### src/rtl/seq_alu.sv
// seq_alu: accumulator ALU with single-cycle arithmetic/logic ops, a bit-serial
// shifter and a shift-and-add multiplier.
//
// state | meaning
// IDLE  | waiting for start; single-cycle ops and reserved opcodes finish here
// SHIFT | work register shifted one bit per cycle, cnt counts bits left
// MUL   | one multiplier bit consumed per cycle, cnt counts bits left
module seq_alu #(
    parameter int WIDTH = 16
) (
    input  logic             clk,
    input  logic             rst,
    input  logic             start,
    input  logic [3:0]       op,
    input  logic [WIDTH-1:0] b,
    output logic [WIDTH-1:0] acc,
    output logic             carry,
    output logic             zero,
    output logic             neg,
    output logic             busy,
    output logic             done,
    output logic             err
);
    localparam int SW = $clog2(WIDTH);
    localparam int CW = SW + 1;

    localparam logic [3:0] OP_NOT = 4'd0;
    localparam logic [3:0] OP_ADC = 4'd1;
    localparam logic [3:0] OP_LDB = 4'd2;
    localparam logic [3:0] OP_INC = 4'd3;
    localparam logic [3:0] OP_CLR = 4'd4;
    localparam logic [3:0] OP_SBB = 4'd5;
    localparam logic [3:0] OP_AND = 4'd6;
    localparam logic [3:0] OP_OR  = 4'd7;
    localparam logic [3:0] OP_XOR = 4'd8;
    localparam logic [3:0] OP_SHL = 4'd9;
    localparam logic [3:0] OP_SHR = 4'd10;
    localparam logic [3:0] OP_MUL = 4'd11;

    typedef enum logic [1:0] {
        IDLE  = 2'd0,
        SHIFT = 2'd1,
        MUL   = 2'd2
    } state_t;

    state_t state, state_nxt;

    logic [WIDTH-1:0]   acc_nxt;
    logic               carry_nxt;
    logic               busy_nxt;
    logic               done_nxt;
    logic               err_nxt;
    logic [WIDTH-1:0]   work, work_nxt;
    logic [2*WIDTH-1:0] mcand, mcand_nxt;
    logic [2*WIDTH-1:0] prod, prod_nxt;
    logic [2*WIDTH-1:0] prod_add;
    logic [CW-1:0]      cnt, cnt_nxt;
    logic               shl, shl_nxt;
    logic [WIDTH:0]     sum;

    always_comb begin
        state_nxt = state;
        acc_nxt   = acc;
        carry_nxt = carry;
        busy_nxt  = 1'b0;
        done_nxt  = 1'b0;
        err_nxt   = 1'b0;
        work_nxt  = work;
        mcand_nxt = mcand;
        prod_nxt  = prod;
        cnt_nxt   = cnt;
        shl_nxt   = shl;
        sum       = '0;
        prod_add  = '0;

        case (state)
            IDLE: begin
                if (start) begin
                    case (op)
                        OP_NOT: begin
                            acc_nxt  = ~acc;
                            done_nxt = 1'b1;
                        end
                        OP_ADC: begin
                            sum = {1'b0, acc} + {1'b0, b} + {{WIDTH{1'b0}}, carry};
                            {carry_nxt, acc_nxt} = sum;
                            done_nxt = 1'b1;
                        end
                        OP_LDB: begin
                            acc_nxt  = b;
                            done_nxt = 1'b1;
                        end
                        OP_INC: begin
                            sum = {1'b0, acc} + {{WIDTH{1'b0}}, 1'b1};
                            {carry_nxt, acc_nxt} = sum;
                            done_nxt = 1'b1;
                        end
                        OP_CLR: begin
                            acc_nxt   = '0;
                            carry_nxt = 1'b0;
                            done_nxt  = 1'b1;
                        end
                        OP_SBB: begin
                            // The wrapped ninth... (WIDTH+1)th bit is the borrow
                            sum = {1'b0, acc} - {1'b0, b} - {{WIDTH{1'b0}}, carry};
                            {carry_nxt, acc_nxt} = sum;
                            done_nxt = 1'b1;
                        end
                        OP_AND: begin
                            acc_nxt  = acc & b;
                            done_nxt = 1'b1;
                        end
                        OP_OR: begin
                            acc_nxt  = acc | b;
                            done_nxt = 1'b1;
                        end
                        OP_XOR: begin
                            acc_nxt  = acc ^ b;
                            done_nxt = 1'b1;
                        end
                        OP_SHL, OP_SHR: begin
                            if (b[SW-1:0] == '0) begin
                                done_nxt = 1'b1;
                            end else begin
                                state_nxt = SHIFT;
                                busy_nxt  = 1'b1;
                                work_nxt  = acc;
                                cnt_nxt   = {1'b0, b[SW-1:0]};
                                shl_nxt   = (op == OP_SHL);
                            end
                        end
                        OP_MUL: begin
                            state_nxt = MUL;
                            busy_nxt  = 1'b1;
                            work_nxt  = b;
                            mcand_nxt = {{WIDTH{1'b0}}, acc};
                            prod_nxt  = '0;
                            cnt_nxt   = CW'(WIDTH);
                        end
                        default: begin
                            err_nxt  = 1'b1;
                            done_nxt = 1'b1;
                        end
                    endcase
                end
            end

            SHIFT: begin
                busy_nxt = 1'b1;
                cnt_nxt  = cnt - CW'(1);
                if (shl) begin
                    work_nxt = {work[WIDTH-2:0], 1'b0};
                end else begin
                    work_nxt = {1'b0, work[WIDTH-1:1]};
                end
                if (cnt == CW'(1)) begin
                    acc_nxt   = work_nxt;
                    carry_nxt = shl ? work[WIDTH-1] : work[0];
                    busy_nxt  = 1'b0;
                    done_nxt  = 1'b1;
                    state_nxt = IDLE;
                end
            end

            MUL: begin
                busy_nxt  = 1'b1;
                cnt_nxt   = cnt - CW'(1);
                prod_add  = work[0] ? (prod + mcand) : prod;
                prod_nxt  = prod_add;
                mcand_nxt = {mcand[2*WIDTH-2:0], 1'b0};
                work_nxt  = {1'b0, work[WIDTH-1:1]};
                if (cnt == CW'(1)) begin
                    acc_nxt   = prod_add[WIDTH-1:0];
                    carry_nxt = |prod_add[2*WIDTH-1:WIDTH];
                    busy_nxt  = 1'b0;
                    done_nxt  = 1'b1;
                    state_nxt = IDLE;
                end
            end

            default: begin
                state_nxt = IDLE;
            end
        endcase
    end

    always_ff @(posedge clk or posedge rst) begin
        if (rst) begin
            state <= IDLE;
        end else begin
            state <= state_nxt;
        end
    end

    // zero/neg are derived from the next accumulator so they move with acc
    always_ff @(posedge clk or posedge rst) begin
        if (rst) begin
            acc   <= '0;
            carry <= 1'b0;
            zero  <= 1'b1;
            neg   <= 1'b0;
            busy  <= 1'b0;
            done  <= 1'b0;
            err   <= 1'b0;
            work  <= '0;
            mcand <= '0;
            prod  <= '0;
            cnt   <= '0;
            shl   <= 1'b0;
        end else begin
            acc   <= acc_nxt;
            carry <= carry_nxt;
            zero  <= (acc_nxt == '0);
            neg   <= acc_nxt[WIDTH-1];
            busy  <= busy_nxt;
            done  <= done_nxt;
            err   <= err_nxt;
            work  <= work_nxt;
            mcand <= mcand_nxt;
            prod  <= prod_nxt;
            cnt   <= cnt_nxt;
            shl   <= shl_nxt;
        end
    end

endmodule
### config.mk
export PLATFORM = sky130hd
export DESIGN_NAME = seq_alu
export DESIGN_NICKNAME = d
export VERILOG_FILES = /design/src/rtl/seq_alu.sv
export SDC_FILE = /design/constraint.sdc
export NUM_CORES = 1
export LEC_CHECK = 0
export CORE_MARGIN = 4
export CORE_UTILIZATION = 32
export CTS_BUF_LIST = sky130_fd_sc_hd__clkbuf_8
export CTS_CLUSTER_DIAMETER = 50
export DETAILED_ROUTE_END_ITERATION = 7
export HOLD_SLACK_MARGIN = 0.03
export PLACE_DENSITY = 0.44
export SYNTH_ARGS = -nofsm -noshare
export SYNTH_HDL_FRONTEND = slang
export SYNTH_SLANG_ARGS = --single-unit
### constraint.sdc
create_clock -name clk -period 4.74 [get_ports clk]
set_input_delay 0.948 -clock clk [delete_from_list [all_inputs] [get_ports clk]]
set_output_delay 0.948 -clock clk [all_outputs]
set_load 0.01 [all_outputs]
==> results of run 1 <==
-- sequential cells by signal (all words and copies together), names as in the netlist --
signal / flops
err: 1
zero: 1
cnt: 5
state: 2
carry: 1
acc: 16
busy: 1
work: 16
mcand: 32
prod: 32
done: 1
shl: 1
-- worst max-delay path by stage --
stage	start	endpoint	slack (ns)	cells after the start
5_1_grt	b[2]	zero$_DFF_PP1_	0.1	15
2_1_floorplan	b[0]	zero$_DFF_PP1_	0.66	13
3_3_place_gp	b[0]	zero$_DFF_PP1_	-0.38	14
4_1_cts	b[0]	zero$_DFF_PP1_	0.02	14
3_5_place_dp	b[0]	zero$_DFF_PP1_	-0.53	14
6_report	b[2]	zero$_DFF_PP1_	0.29	15
-- cells by family (layout without fill, tap and decap cells) --
group,Yosys count,in the layout,synth area share (%)
DFF,109,109,23.7
and+or+nand+nor,515,515,21.0
AOI/OAI and AO/OA,523,523,28.8
buffers and inverters,186,304,6.27
muxes,53,53,4.76
xor gates and xnor gates,48,48,3.65
adders and majority gates,106,106,11.8
-- power by group through the flow --
stage	clock network [mW]	logic [mW]	registers (mW)
finish	0.623	5.51	1.46
global route	0.676	6.08	1.49
CTS	0.642	5.44	1.46
detailed placement	0	5.40	1.48
global placement	0	5.42	1.48
floorplan	0	3.35	1.44
-- layer usage --
metal	global-route usage, %	up-vias
met3	4.57	53
li1	-	5830
met4	5.18	0
met2	36.6	368
met5	0	-
met1	35.5	5818
-- cell usage in the layout (no fill, tap or decap), drive strengths merged, types with 14 or more instances in the layout --
cell and count:
nand2 202, o21ai 171, buf 162, a21oi 121, nor2 117, dfrtp 108
ha 100, inv 83, nand3 56, clkdlybuf4s50 43, mux2i 39, xnor2 31
nor3 30, a21o 27, o22ai 21, o211ai 19, a31oi 18, a22oi 17
xor2 17, nand4 15, a211oi 15, mux2 14, and3 14
-- repair_timing --
item / CTS / global route
endpoints found under the setup margin: 1 / 2
gates resized for setup: 1 / 12
hold buffers: 0 / 0
pin swaps: 0 / 2
-- layout make-up --
cell class / instances / area (sq um)
clock buffers: 9 / 124
clock inverters: 7 / 72.6
fillers: 3782 / 21800
inverters: 82 / 310
multi-input cells: 1245 / 8150
flip-flops and latches: 109 / 2730
well taps: 461 / 577
repair buffers: 206 / 1710
-- worst reg2reg max path, cell delays in order (launching register included) --
cell	delay, ns
dfrtp_1	0.59
inv_1	0.11
fa_1	0.40
ha_1	0.21
or4_4	0.54
o221ai_4	0.26
o21bai_2	0.14
nor2b_1	0.17
o21ai_1	0.14
nor4b_4	0.24
o22ai_1	0.14
or4_1	0.58
nor4_4	0.27
nor4b_4	0.24
-- stage by stage --
step / power, mW / area [sq um] / setup WS, ns / instances
2_1_floorplan: 4.79 / 11500 / 0.655 / 1540
3_3_place_gp: 6.90 / 13400 / -0.380 / 2103
3_5_place_dp: 6.87 / 13400 / -0.535 / 2103
4_1_cts: 7.54 / 13600 / 0.0240 / 2119
5_1_grt: 8.25 / 13700 / 0.0951 / 2119
6_report: 7.59 / 13700 / 0.287 / 2119
==> impl_metrics.tcl, run 1 <==
set metrics [dict create \
    outcome "finished clean" \
    syn-num-nets 1668 \
    intPower_mw 3.65 \
    slew_viol_final 0 \
    grt_pass1_wl_um 73000 \
    holdCritStartpoint "prod[5]$_DFFE_PP0P_" \
    die_h_um 198 \
    drt-met1-wl_um 22800 \
    critical_path.top_delay_family "compound AO/OA/AOI/OAI gates" \
    p_comb_share_pct 72.5 \
    nets 1781 \
    cts.sinks 109 \
    fin_hold_ws_ns 0.520 \
    cp_cell_sequence "clkdlybuf4s50_1, inv_1, ha_1, o21ai_0, o21ai_0, buf_4, a311o_1, buf_4, o32ai_1, a221o_1, o21ai_0, o2111ai_1, or4_1, nor4_4, nor4b_4" \
    yosysSeqAreaShare_pct 23.7 \
    avgSynthCellArea_sq_um 7.47 \
    dpl.hpwl_um 37100 \
    yosys.area.top_type_share_pct 23.5 \
    cap_viol_max_count 0 \
    grt_antenna_before_repair 0 \
    synth_common_cells "202 x nand2_1, 168 x o21ai_0, 119 x a21oi_1" \
    post_cts_buffers 0 \
    worst_slew_pin_slew_ns 1.26 \
    wl_met3_um 3040 \
    fin_crit_ns 4.45 \
    worst_setup_path_start_kind "primary input" \
    place_congestion 0.936 \
    core_area_sq_um 35500 \
    fmax_mhz 225 \
    dieArea_sq_um 39000 \
    drive_gt1_share_pct 13.4 \
    wl_per_cell_um 22.3 \
    grt_remaining_overflow 0 \
    placement.io_buffers 44 \
    clk_latency_ns 0.42 \
    synth_edf_count 0 \
    drt-pass1-iter-count 6 \
    whs_path_depth 2 \
    critPathBufInv 4 \
    reg2reg_to "zero$_DFF_PP1_" \
    ant_nets 0 \
    viasPerCell 5.70 \
    p_clk_share_pct 8.2 \
    seqPwrFrac_pct 19.2 \
    ir_drop_mv 0.362 \
    die_x_um 198 \
    ys.flop_type "dfrtp_1" \
    drc 0 \
    vias 12100 \
    worstPathMaxFanout 4 \
    cts_made_buffers 9 \
    p_leak_nw 5.98 \
    cp_common_cell "o21ai_0" \
    period_share_pct 94.0 \
    synth.most_common_cell "nand2_1" \
    cp-end-kind "flop" \
    timing.setup.tns_ns 0 \
    cts.htree.levels 3 \
    area_growth_pct 18.8 \
    synth_top_area_cell "dfrtp_1" \
    topRoutingLayerUsed "met4" \
    ioPinCount 45 \
    dr_wl_met2_um 20600 \
    swShare_pct 51.9 \
    worstSetupPathType "in2reg" \
    worst_clock_skew_ns 0.0196 \
    final-hold-violation-count 0 \
    max_slew_margin_pct 15.6 \
    setup_viol 0 \
    synthesis.area_sq_um 11500 \
    powerDensity_nw_per_um2 555 \
    r2r_start "carry$_DFFE_PP0P_" \
    root_buffer "clkbuf_8" \
    synth_cells 1540 \
    grt_pass1_vias 11800 \
    grt_max_degree 67 \
    synth.distinct_cells 82 \
    switching_power_mw 3.94 \
    critical_path_required_ns 5.07 \
    yosys_warnings 0 \
    ys_seq_elements 109 \
    rows 69 \
    r2r_slack_ns 0.62 \
    cp_slowest_stage_delay_ns 0.58 \
    cts_tree "done" \
    first_iter_violations 988 \
    grt_usage_pct 24.1 \
    utilization_pct 38.5 \
    rsz0062_at_grt "false" \
    whs_endpoint "prod[5]$_DFFE_PP0P_" \
    crit_arrival_ns 4.78 \
    cts_buffer_depth 2 \
    path_clk_slew_ns 0.12 \
    synth_area_leaders "dfrtp_1 23%, ha_1 11%, o21ai_0 7.3%" \
    drt_wl_total_um 47300 \
    hp-class "reg2reg" \
    initial_core_util_pct 32.4 \
    ys_async_sr_fraction_pct 100 \
    antennaDiodeCount 0 \
    crit_path_top_delay_cell "or4_1" \
    rr_worst_depth 13 \
]
Power figures use the tool's default switching activity.
==> inputs of run 2 (changes only) <==
Settings changed: CELL_PAD_IN_SITES_DETAIL_PLACEMENT set to 1, CELL_PAD_IN_SITES_GLOBAL_PLACEMENT set to 2, PLACE_DENSITY 0.44 to 0.69, SKIP_CTS_REPAIR_TIMING set to 1.
==> run 2 against run 1 <==
Clock power fell by 3%. Clock skew up 0.0062 ns. Worst setup slack worse by 0.12 ns. Via count grew 2.9%. Clock-buffer cell count grew 1. Largest power group unchanged. Global-route usage grew 1.6 points. Critical path type unchanged. Core utilization up 0.12 points. Combinational power up 3.8%. Critical path depth increased by 1.
==> impl_metrics.tcl, run 2 (synthesized netlist as in run 1, its figures left out) <==
set metrics [dict create \
    cts_made_buffers 9 \
    ant_nets 0 \
    outcome "finished clean" \
    fillCellCount 4336 \
    worstPathMaxFanout 4 \
    cts.sinks 109 \
    grt_antenna_before_repair 1 \
    ioPinCount 45 \
    max_slew_margin_pct 10.6 \
    drive_gt1_share_pct 13.8 \
    cts.htree.levels 3 \
    wl_per_cell_um 23.8 \
    drt-met1-wl_um 24800 \
    final_cell_mix "202 x nand2_1, 164 x o21ai_0, 155 x buf_4" \
    fmax_mhz 218 \
    hp-class "reg2reg" \
    grt_max_degree 61 \
    slew_viol_final 0 \
    dpl.hpwl_um 39900 \
    cap_viol_max_count 0 \
    viasPerCell 5.87 \
    first_iter_violations 818 \
    nets 1781 \
    place_inst 2103 \
    grt_remaining_overflow 0 \
    wl_met3_um 2740 \
    critical_path_required_ns 5.07 \
    utilization_pct 38.6 \
    rows 69 \
    final-hold-violation-count 0 \
    dr_wl_met2_um 22000 \
    multi_input_area_sq_um 8180 \
    period_share_pct 96.6 \
    root_buffer "clkbuf_8" \
    grt_pass1_vias 12700 \
    worstSetupPathType "in2reg" \
    initial_core_util_pct 32.4 \
    drc 0 \
    topRoutingLayerUsed "met5" \
    fin_hold_ws_ns 0.520 \
    grt_usage_pct 25.7 \
    ir_drop_mv 0.272 \
    area_growth_pct 19.2 \
    worst_setup_path_start_kind "primary input" \
    dpl_worst_slack_ns -0.542 \
    reg_top3 "mcand: 32 flops, prod: 32 flops" \
    path_clk_slew_ns 0.11 \
    cts_buffer_depth 2 \
    drt-pass1-iter-count 5 \
    grt_pass1_wl_um 78100 \
    setup_ws_ns 0.163 \
    final_common_cell "nand2_1" \
    vias 12400 \
    crit_arrival_ns 4.90 \
    die_h_um 198 \
    setup_viol 0 \
    worst_slew_pin_slew_ns 1.33 \
    fin_crit_ns 4.58 \
    fin_cells 2118 \
    clk_latency_ns 0.42 \
    die_x_um 198 \
    register_area_sq_um 2730 \
    worst_clock_skew_ns 0.0258 \
    core_area_sq_um 35500 \
    p_total_mw 7.81 \
    antennaDiodeCount 0 \
    cp-end-kind "flop" \
    placement.io_buffers 44 \
    cts_tree "done" \
    dieArea_sq_um 39000 \
    p_leak_nw 5.98 \
    place_congestion 0.919 \
    drt_wl_total_um 50400 \
    powerDensity_nw_per_um2 570 \
]
run 2: changes by cell type in the layout (fill, tap and decap cells not counted), sizes merged:
cell | previous run | this run
inv | 83 | 82
clkbuf | 9 | 10
clkinvlp | 2 | 0
clkinv | 3 | 4
run 2: final cells by class:
cell class                 count  share of cell area [%]
timing repair buffer         206                    12.6
inverter                      82                    2.26
clock buffer                  10                    1.00
sequential                   109                    19.9
multi-input combinational   1245                    59.6
tap                          461                    4.21
clock inverter                 5                   0.383
run 2: worst max-delay path, cell delays in order:
cell,delay [ns]
clkdlybuf4s50_1,0.47
buf_6,0.14
inv_1,0.09
fa_2,0.40
ha_2,0.19
or4_4,0.53
o221ai_4,0.28
o21bai_4,0.11
nor2b_1,0.16
o21ai_1,0.12
nor4b_2,0.22
buf_4,0.16
o22ai_1,0.10
or4_4,0.56
nor4_4,0.17
nor4b_4,0.24
run 2: power breakdown:
part | leakage (nW) | internal [mW] | switching, mW
Sequential | 1.41 | 1.19 | 0.297
Clock | 0.103 | 0.254 | 0.353
Combinational | 4.47 | 2.27 | 3.45
run 2: metrics by stage:
step	TNS (ns)	cell area [sq um]
2_1_floorplan	0	11500
3_3_place_gp	-0.904	13400
3_5_place_dp	-1.08	13400
4_1_cts	-0.146	13600
5_1_grt	-0.0109	13700
6_report	0	13700
run 2: worst paths after layout:
path / start / depth (start not counted) / endpoint / slack [ns]
min: prod[27]$_DFFE_PP0P_ / 2 / prod[27]$_DFFE_PP0P_ / 0.52
max in group asynchronous: rst / 3 / zero$_DFF_PP1_ / 2.92
max reg2reg: prod[1]$_DFFE_PP0P_ / 11 / zero$_DFF_PP1_ / 0.63
max: b[0] / 16 / zero$_DFF_PP1_ / 0.16
min in group asynchronous: rst / 2 / mcand[20]$_DFFE_PP0P_ / 0.98
min reg2reg: prod[27]$_DFFE_PP0P_ / 2 / prod[27]$_DFFE_PP0P_ / 0.52
run 2: layer usage:
layer | global-route usage, % | vias up
met5 | 0 | -
met4 | 5.08 | 2
met3 | 4.91 | 46
met2 | 39.0 | 284
met1 | 38.1 | 6279
li1 | - | 5814
